`config.mk`:
```
export PLATFORM = sky130hd
export DESIGN_NAME = spin_wheel_n
export DESIGN_NICKNAME = d
export VERILOG_FILES = /design/src/rtl/spin_pkg.sv /design/src/rtl/wheel_coast_ctr.sv /design/src/rtl/spin_wheel_n.sv
export SDC_FILE = /design/constraint.sdc
export NUM_CORES = 1
export LEC_CHECK = 0
export CAP_MARGIN = 20
export CELL_PAD_IN_SITES_DETAIL_PLACEMENT = 2
export CELL_PAD_IN_SITES_GLOBAL_PLACEMENT = 2
export CORE_MARGIN = 3
export CORE_UTILIZATION = 37
export CTS_CLUSTER_SIZE = 10
export DETAILED_ROUTE_END_ITERATION = 8
export HOLD_SLACK_MARGIN = 0.12
export PLACE_DENSITY_LB_ADDON = 0.1
export SLEW_MARGIN = 20
export SYNTH_ARGS = -nofsm -noshare
export SYNTH_HDL_FRONTEND = slang
export SYNTH_HIERARCHICAL = 1
export SYNTH_SLANG_ARGS = --single-unit
```
`constraint.sdc`:
```
create_clock -name clk_i -period 5.5 [get_ports clk_i]
set_input_delay 1.1 -clock clk_i [delete_from_list [all_inputs] [get_ports clk_i]]
set_output_delay 1.1 -clock clk_i [all_outputs]
set_load 0.005 [all_outputs]
```
`src/rtl/spin_pkg.sv`:
```
// Shared types and helpers for the parametrised LED wheel.
// State encoding and the modulo position increment.
package spin_pkg;

    typedef enum logic [1:0] {
        ST_SPIN,
        ST_COAST,
        ST_STOPPED
    } state_e;

    function automatic int unsigned pos_inc(
        input int unsigned pos,
        input int unsigned n_pos
    );
        return (pos + 1 >= n_pos) ? 0 : pos + 1;
    endfunction

endpackage

```
`src/rtl/wheel_coast_ctr.sv`:
```
// Coast timing for the wheel: each step waits one tick longer than the last.
// Owns the gap length, the tick count inside a gap and the remaining steps.
module wheel_coast_ctr #(
    parameter int RAND_W = 4
) (
    input  logic              clk_i,
    input  logic              rst_ni,
    input  logic              load_i,
    input  logic [RAND_W-1:0] rand_i,
    input  logic              tick_i,
    output logic              step_o,
    output logic              last_o
);

    localparam int GAP_W = RAND_W + 1;
    localparam logic [GAP_W-1:0] GAP_MAX = GAP_W'(1) << RAND_W;

    logic [GAP_W-1:0]  gap_q, gap_d;
    logic [GAP_W-1:0]  gap_cnt_q, gap_cnt_d;
    logic [RAND_W-1:0] left_q, left_d;
    logic              step;

    // No steps remain once the count is exhausted, even on a tick.
    assign step = tick_i && (left_q != '0)
               && (gap_cnt_q + GAP_W'(1) == gap_q);

    always_comb begin
        gap_d     = gap_q;
        gap_cnt_d = gap_cnt_q;
        left_d    = left_q;
        if (load_i) begin
            left_d    = rand_i;
            gap_d     = GAP_W'(1);
            gap_cnt_d = '0;
        end else if (step) begin
            gap_cnt_d = '0;
            left_d    = left_q - RAND_W'(1);
            if (gap_q != GAP_MAX) begin
                gap_d = gap_q + GAP_W'(1);
            end
        end else if (tick_i && left_q != '0) begin
            gap_cnt_d = gap_cnt_q + GAP_W'(1);
        end
    end

    always_ff @(posedge clk_i or negedge rst_ni) begin
        if (!rst_ni) begin
            gap_q     <= GAP_W'(1);
            gap_cnt_q <= '0;
            left_q    <= '0;
        end else begin
            gap_q     <= gap_d;
            gap_cnt_q <= gap_cnt_d;
            left_q    <= left_d;
        end
    end

    assign step_o = step;
    assign last_o = (left_q == '0) || (step && left_q == RAND_W'(1));

endmodule

```
`src/rtl/spin_wheel_n.sv`:
```
// N-position spinning wheel with random coast-down, guess evaluation
// and a saturating hit score.
module spin_wheel_n
    import spin_pkg::*;
#(
    parameter  int N_POS   = 6,
    parameter  int RAND_W  = 4,
    parameter  int SCORE_W = 4,
    localparam int POS_W   = ($clog2(N_POS) > 1) ? $clog2(N_POS) : 1
) (
    input  logic               clk_i,
    input  logic               rst_ni,
    input  logic               tick_i,
    input  logic               stop_i,
    input  logic [RAND_W-1:0]  rand_i,
    input  logic [N_POS-1:0]   guess_i,
    output logic [POS_W-1:0]   pos_o,
    output logic               running_o,
    output logic               done_o,
    output logic               hit_o,
    output logic [SCORE_W-1:0] score_o
);

    state_e             state_q, state_d;
    logic [POS_W-1:0]   pos_q, pos_d;
    logic [SCORE_W-1:0] score_q, score_d;
    logic               stop_q;
    logic               running_q, running_d;
    logic               done_q, done_d;
    logic               hit_q, hit_d;
    logic               stop_rise;
    logic               load;
    logic               coast_tick;
    logic               step;
    logic               last;
    logic [POS_W-1:0]   pos_next;

    assign stop_rise  = stop_i & ~stop_q;
    assign coast_tick = tick_i & (state_q == ST_COAST);
    assign pos_next   = POS_W'(pos_inc(32'(pos_q), N_POS));

    wheel_coast_ctr #(
        .RAND_W (RAND_W)
    ) u_coast (
        .clk_i  (clk_i),
        .rst_ni (rst_ni),
        .load_i (load),
        .rand_i (rand_i),
        .tick_i (coast_tick),
        .step_o (step),
        .last_o (last)
    );

    always_comb begin
        state_d = state_q;
        pos_d   = pos_q;
        score_d = score_q;
        hit_d   = hit_q;
        done_d  = 1'b0;
        load    = 1'b0;
        unique case (state_q)
            ST_SPIN: begin
                if (tick_i) pos_d = pos_next;
                if (stop_rise) begin
                    load    = 1'b1;
                    state_d = ST_COAST;
                end
            end
            ST_COAST: begin
                if (step) pos_d = pos_next;
                // Evaluate against the position the wheel lands on.
                if (last) begin
                    state_d = ST_STOPPED;
                    done_d  = 1'b1;
                    hit_d   = guess_i[pos_d];
                    if (guess_i[pos_d] && score_q != '1) begin
                        score_d = score_q + SCORE_W'(1);
                    end
                end
            end
            ST_STOPPED: begin
                if (stop_rise) state_d = ST_SPIN;
            end
            default: state_d = ST_SPIN;
        endcase
        running_d = (state_d != ST_STOPPED);
    end

    always_ff @(posedge clk_i or negedge rst_ni) begin
        if (!rst_ni) begin
            state_q   <= ST_SPIN;
            pos_q     <= '0;
            score_q   <= '0;
            stop_q    <= 1'b0;
            running_q <= 1'b1;
            done_q    <= 1'b0;
            hit_q     <= 1'b0;
        end else begin
            state_q   <= state_d;
            pos_q     <= pos_d;
            score_q   <= score_d;
            stop_q    <= stop_i;
            running_q <= running_d;
            done_q    <= done_d;
            hit_q     <= hit_d;
        end
    end

    assign pos_o     = pos_q;
    assign running_o = running_q;
    assign done_o    = done_q;
    assign hit_o     = hit_q;
    assign score_o   = score_q;

endmodule

```
======== After elaboration in Yosys (flattened, before gate mapping) ========
Index checks and enable logic that the tools add are counted.
storage, ports and cells
  flip-flop bits (word level) ............. 27
  latch bits .............................. 0
  memory bits (writable) .................. 0
  bits in read-only memories .............. 0
  bits of input ports ..................... 14
  output and inout port bits .............. 10
  logic and storage cells ................. 67
  memories ................................ 0
operators by class
  $add $sub $neg .......................... 5
  multiply operators ...................... 0
  divide/modulo/power cells ............... 0
  $lt $le $gt $ge ......................... 2
  eq/ne operators ......................... 8
  shift operators ......................... 0
  multiplexer cells ....................... 23
  bitwise gates (word level) .............. 3
  reduce and logical (&&, ||, !) cells .... 16
operator list
  cell                                                               count
  2-to-1 mux 5 bit                                                   6
  2-to-1 mux 3 bit                                                   4
  adder 5 x 1 -> 5 bit, second input constant                        2
  2-to-1 mux 4 bit                                                   2
  2-to-1 mux 2 bit                                                   3
  one-hot mux 2 bit (3 select lines)                                 1
  one-hot mux 3 bit (2 select lines)                                 1
  AND reduction 2 bit                                                3
  nonzero test 2 bit                                                 3
  == test 5 bit                                                      1
  2-to-1 mux 1 bit                                                   5
  inequality test 5 bit, second input constant                       1
  adder 3 x 1 -> 4 bit, second input constant                        1
  adder 4 x 1 -> 4 bit, second input constant                        1
  == test 4 x 1 -> 1 bit, second input constant                      1
  greater-or-equal comparator 4 x 3 -> 1 bit, second input constant  1
  logical AND 1 bit                                                  4
  zero test 4 bit                                                    1
  < comparator 3 x 4 -> 1 bit, second input constant                 1
  inequality test 2 bit, second input constant                       2
  inequality test 4 bit, second input constant                       1
  nonzero test 4 bit                                                 1
  subtractor 4 x 1 -> 4 bit, second input constant                   1
  binary-select mux 1 bit (select 3 bit)                             1
  8 further kinds                                                    9

======== Logic depth before layout (Yosys ltp) ========
  depth after elaboration ................. 10
  mapped depth ............................ 12

======== Cells and area by module ========
Netlist, hierarchy kept.
modules (own cells, without submodules)
  module           times used  cells an instance  area an instance (um^2)  seq. area each (um^2)
  spin_wheel_n     1           99                 950.9                    326.6
  wheel_coast_ctr  1           97                 925.9                    351.6

======== Least setup slack after synthesis ========
No wires, ideal clock.
  path type ............................... input -> register
  start ................................... input tick_i
  end ..................................... register score_q[1] (netlist: score_o[1])
  setup time .............................. 0.125 ns
  data arrival time ....................... 3.414 ns
  data required time ...................... 5.375 ns
  slack ................................... 1.961 ns
  cell stages on the path ................. 12
  cell sequence ........................... and3b_1 -> inv_1 -> a2111o_1 -> nor4_4 -> buf_4 -> buf_2 -> nand3b_1 -> a2111oi_0 -> a311oi_1 -> o31ai_2 -> nand3_2 -> mux2_4
between the ends
  word-level cells in the longest chain between the ends .. 9
  elaborated cells between the ends (all ways) .. 11
  classes of those cells .................. mux: 4; bitwise: 1; reduce/logical: 6
RTL lines
  item                                    line                   RTL
  from (decl)                             spin_wheel_n.sv:13     input logic tick_i,
  bitwise AND 1 bit (*)                   spin_wheel_n.sv:39     assign coast_tick = tick_i & (state_q == ST_COAST);
  logical AND 1 bit (*)                   wheel_coast_ctr.sv:24  assign step = tick_i && (left_q != '0)
  logical AND 1 bit (*)                   wheel_coast_ctr.sv:25  && (gap_cnt_q + GAP_W'(1) == gap_q);
  via step                                spin_wheel_n.sv:34     logic step;
  2-to-1 mux 3 bit                        spin_wheel_n.sv:70     if (step) pos_d = pos_next;
  2-to-1 mux 3 bit                        spin_wheel_n.sv:61     unique case (state_q)
  binary-select mux 1 bit (select 3 bit)  spin_wheel_n.sv:76     if (guess_i[pos_d] && score_q != '1) begin
  2-to-1 mux 1 bit (not written as such)  spin_wheel_n.sv:76
  logical AND 1 bit                       spin_wheel_n.sv:76
  AND reduction 3 bit (no line) (*)       n/a
  to (signal assigned)                    spin_wheel_n.sv:101    score_q <= score_d;
  to (decl)                               spin_wheel_n.sv:26     logic [SCORE_W-1:0] score_q, score_d;
The timed path passes the listed nets; every way through them passes the cells marked *. The select of a mux whose other input is x is not followed.
A chain may end at the register's enable or synchronous reset.

======== Final worst setup path ========
  start ................................... input tick_i
  end ..................................... register score_q[1] (netlist: score_o[1])
between the ends
  elaborated cells between the ends (all ways) .. 11
  classes of those cells .................. mux: 4; bitwise: 1; reduce/logical: 6
RTL lines
  item                           line                   RTL
  bitwise AND 1 bit              spin_wheel_n.sv:39
  via coast_tick                 spin_wheel_n.sv:33     logic coast_tick;
  logical AND 1 bit              wheel_coast_ctr.sv:24
  logical AND 1 bit              wheel_coast_ctr.sv:25
  via step                       spin_wheel_n.sv:34
  logical AND 1 bit              wheel_coast_ctr.sv:59  assign last_o = (left_q == '0) || (step && left_q == RAND_W'(1));
  logical OR 1 bit               wheel_coast_ctr.sv:59
  via last                       spin_wheel_n.sv:35     logic last;
  AND reduction 3 bit (no line)  n/a
The timed path passes the listed nets, and every way through them passes these cells. The select of a mux whose other input is x is not followed.

==> flow_summary.ini <==
[sta]
finalCritPeriodShare_pct = 72.85
setup_viol = 0
slew_violations = 0
rsz0062_at_grt = false
tns_ns = 0
fin_crit_ns = 4.007
worst_pin_slew_ns = 0.5570
clock_skew_ns = 0.003879
fin_ws_ns = 1.493
max_freq_mhz = 249.6
slew_headroom_pct = 62.64
finalHoldViolations = 0

[clocking]
ctsResizeCount = 0
cts_sinks = 27
htree_levels = 1
clk-insertion-delay-late_ns = 0.27
cts_tree = yes
cts_made_buffers = 3
ctsLongestPathBuffers = 2
hold_buffers = 0
postCtsSetupRepairBufs = 0
path_clk_slew_ns = 0.09
root_buffer = clkbuf_8

[synthesis]
synth.lib_cells_used.distinct = 57
synth_top_area_cell = dfrtp_1
ys_seq_elements = 27
syn_nets = 218
synth_flop_cell = dfrtp_1
syn-cell-area_sq_um = 1877
ys_async_sr_fraction_pct = 100.0
synth.avg_cell_area_sq_um = 9.576
ys_top_cells_by_area = dfrtp_1 (33%), ha_1 (5.3%), mux2i_1 (4.3%)
yosysSeqAreaShare_pct = 36.13
synthCells = 196
synth_top_area_share_pct = 33.33
yosys_warnings = 6
synth_edf_count = 0

[die]
start_util_pct = 38.96
fp.coreArea_sq_um = 4817
rows = 25
fp.dieW_microns = 77.22
pin_count = 24
design.die.area_sq_um = 5963
fp.dieH_microns = 77.22

[final_layout]
final_common_cell = dfrtp_1
antenna_cells = 0
fin_area_sq_um = 2217
final_cell_mix = dfrtp_1 (25), clkdlybuf4s50_1 (23), nor2_1 (14)
finish.utilization_pct = 46.03
drive_gt1_share_pct = 10.55
area_growth_pct = 18.13
layout.nets = 241

[worst_setup_path]
slowest_delay_ns = 0.57
cp.depth = 12
crit_fanout = 15
worstPathRequired_ns = 5.67
cp.arrival_ns = 4.17
reg2reg_depth = 11
cp_top_family = compound AO/OA/AOI/OAI gates
start_kind = input pin
crit_chain = clkdlybuf4s50_1 -> and3b_1 -> inv_1 -> a2111o_1 -> nor4_4 -> buf_4 -> a21oi_1 -> nor3_1 -> nand3b_1 -> o41ai_4 -> nand3_2 -> mux2_4
worstSetupPathType = input pin to flip-flop
cp-end-kind = flip-flop
path_buf_inv = 3
cpMaxStageDelayCell = o41ai_4

[routing]
drc_errors = 0
drt_wl_total_microns = 4922
first_pass_iters = 4
routedWlPerCell_microns = 17.27
vias = 1541
viasPerCell = 5.407
dr.first_iter.drc_count = 36
antenna_left = 0

[pwr]
ir_drop_v = 0.0001615
powerDensity_nw_per_um2 = 501.8
finalPower_mw = 1.113
leakagePower_nw = 0.9153

[grt]
grt_max_degree = 28
grt_usage_pct = 17.50
antenna_found_initial = 0
grt_first_pass_wirelength_microns = 8666
overflow = 0
first_global_vias = 1713

[placement]
hpwlAfterDp_microns = 3732
globalplace.congestion = 0.7854
portBuffers = 23
place_area_sq_um = 2172
post-place-ws_ns = 1.168

[flow_run]
cap_violations = 0

[outcome]
status = finished clean

[hold_path]
hold_path.class = flip-flop to flip-flop
hold_path_depth = 1
cell usage after synthesis (all sizes together), types with 2 or more instances:
| master | n |
|---|---|
| nor3b | 4 |
| or2 | 2 |
| inv | 11 |
| nand3 | 5 |
| nor4 | 2 |
| dfrtp | 25 |
| a311oi | 2 |
| nand2b | 7 |
| nand3b | 3 |
| dfstp | 2 |
| mux2 | 2 |
| xnor2 | 8 |
| nand2 | 10 |
| and2 | 2 |
| nor2b | 6 |
| nand4 | 2 |
| ha | 8 |
| a31oi | 2 |
| a21oi | 9 |
| buf | 5 |
| a2111oi | 2 |
| mux2i | 8 |
| nor3 | 12 |
| clkbuf | 4 |
| a211oi | 2 |
| nor2 | 14 |
| xor2 | 7 |
| a31o | 2 |
| a22oi | 2 |
| a41oi | 2 |
| o31ai | 2 |
| or3b | 2 |
| o21ai | 3 |
worst register-to-register path: stages, from the launching register on:
cell      delay [ns]
dfrtp_1         0.47
ha_1            0.37
xor2_1          0.16
a2111o_1        0.44
nor4_4          0.17
buf_4           0.24
a21oi_1         0.09
nor3_1          0.23
nand3b_1        0.23
o41ai_4         0.57
nand3_2         0.18
mux2_4          0.33
area by class of cell:
type                    instances  area (sq um)
clock buffers                   4         45.04
fillers                       538          2600
flip-flops and latches         27         678.2
repair buffers                 27         260.3
multi-input cells             149          1109
inverters                      11         41.29
well taps                      67         83.83
state kept, by name, indices dropped and copies added, names as in the netlist:
| name | flops |
|---|---|
| running_o | 1 |
| u_coast/gap_cnt_q | 5 |
| u_coast/left_q | 4 |
| score_o | 4 |
| state_q | 2 |
| hit_o | 1 |
| pos_o | 3 |
| u_coast/gap_q | 5 |
| done_o | 1 |
| stop_q | 1 |
worst paths after layout:
check / start / endpoint / slack [ns]
max: tick_i / score_o[1] / 1.49
min: hit_o / hit_o / 0.53
max reg2reg: u_coast/gap_cnt_q[0] / score_o[1] / 1.91
min reg2reg: hit_o / hit_o / 0.53
max in group asynchronous: rst_ni / running_o / 3.99
min in group asynchronous: rst_ni / u_coast/left_q[0] / 1.20
cell families after synthesis:
family          count (synthesis)  synth area share [%]
flops                          27                 36.13
xor+xnor                       15                 7.400
simple gates                   78                 24.27
mux                            10                 5.667
fa+ha+maj                       8                 5.334
compound gates                 38                 16.13
buf+inv                        20                 5.066
metal layers:
metal	routed length (microns)	global-route usage [%]
met5	0	0
met4	36	3.737
met3	105	2.465
met2	2343	29.27
met1	2437	23.96
per-stage QoR:
step | instances | hold WS, ns
2_1_floorplan | 196 | 0.4979
3_3_place_gp | 281 | 0.5094
3_5_place_dp | 281 | 0.5155
4_1_cts | 285 | 0.5414
5_1_grt | 285 | 0.5763
6_report | 285 | 0.5296
power breakdown:
part	total, mW	internal (mW)	switching, mW
Clock	0.117	0.0520	0.0648
Combinational	0.628	0.289	0.339
Sequential	0.368	0.262	0.106
Note: power is estimated with default switching activity, not from simulation.
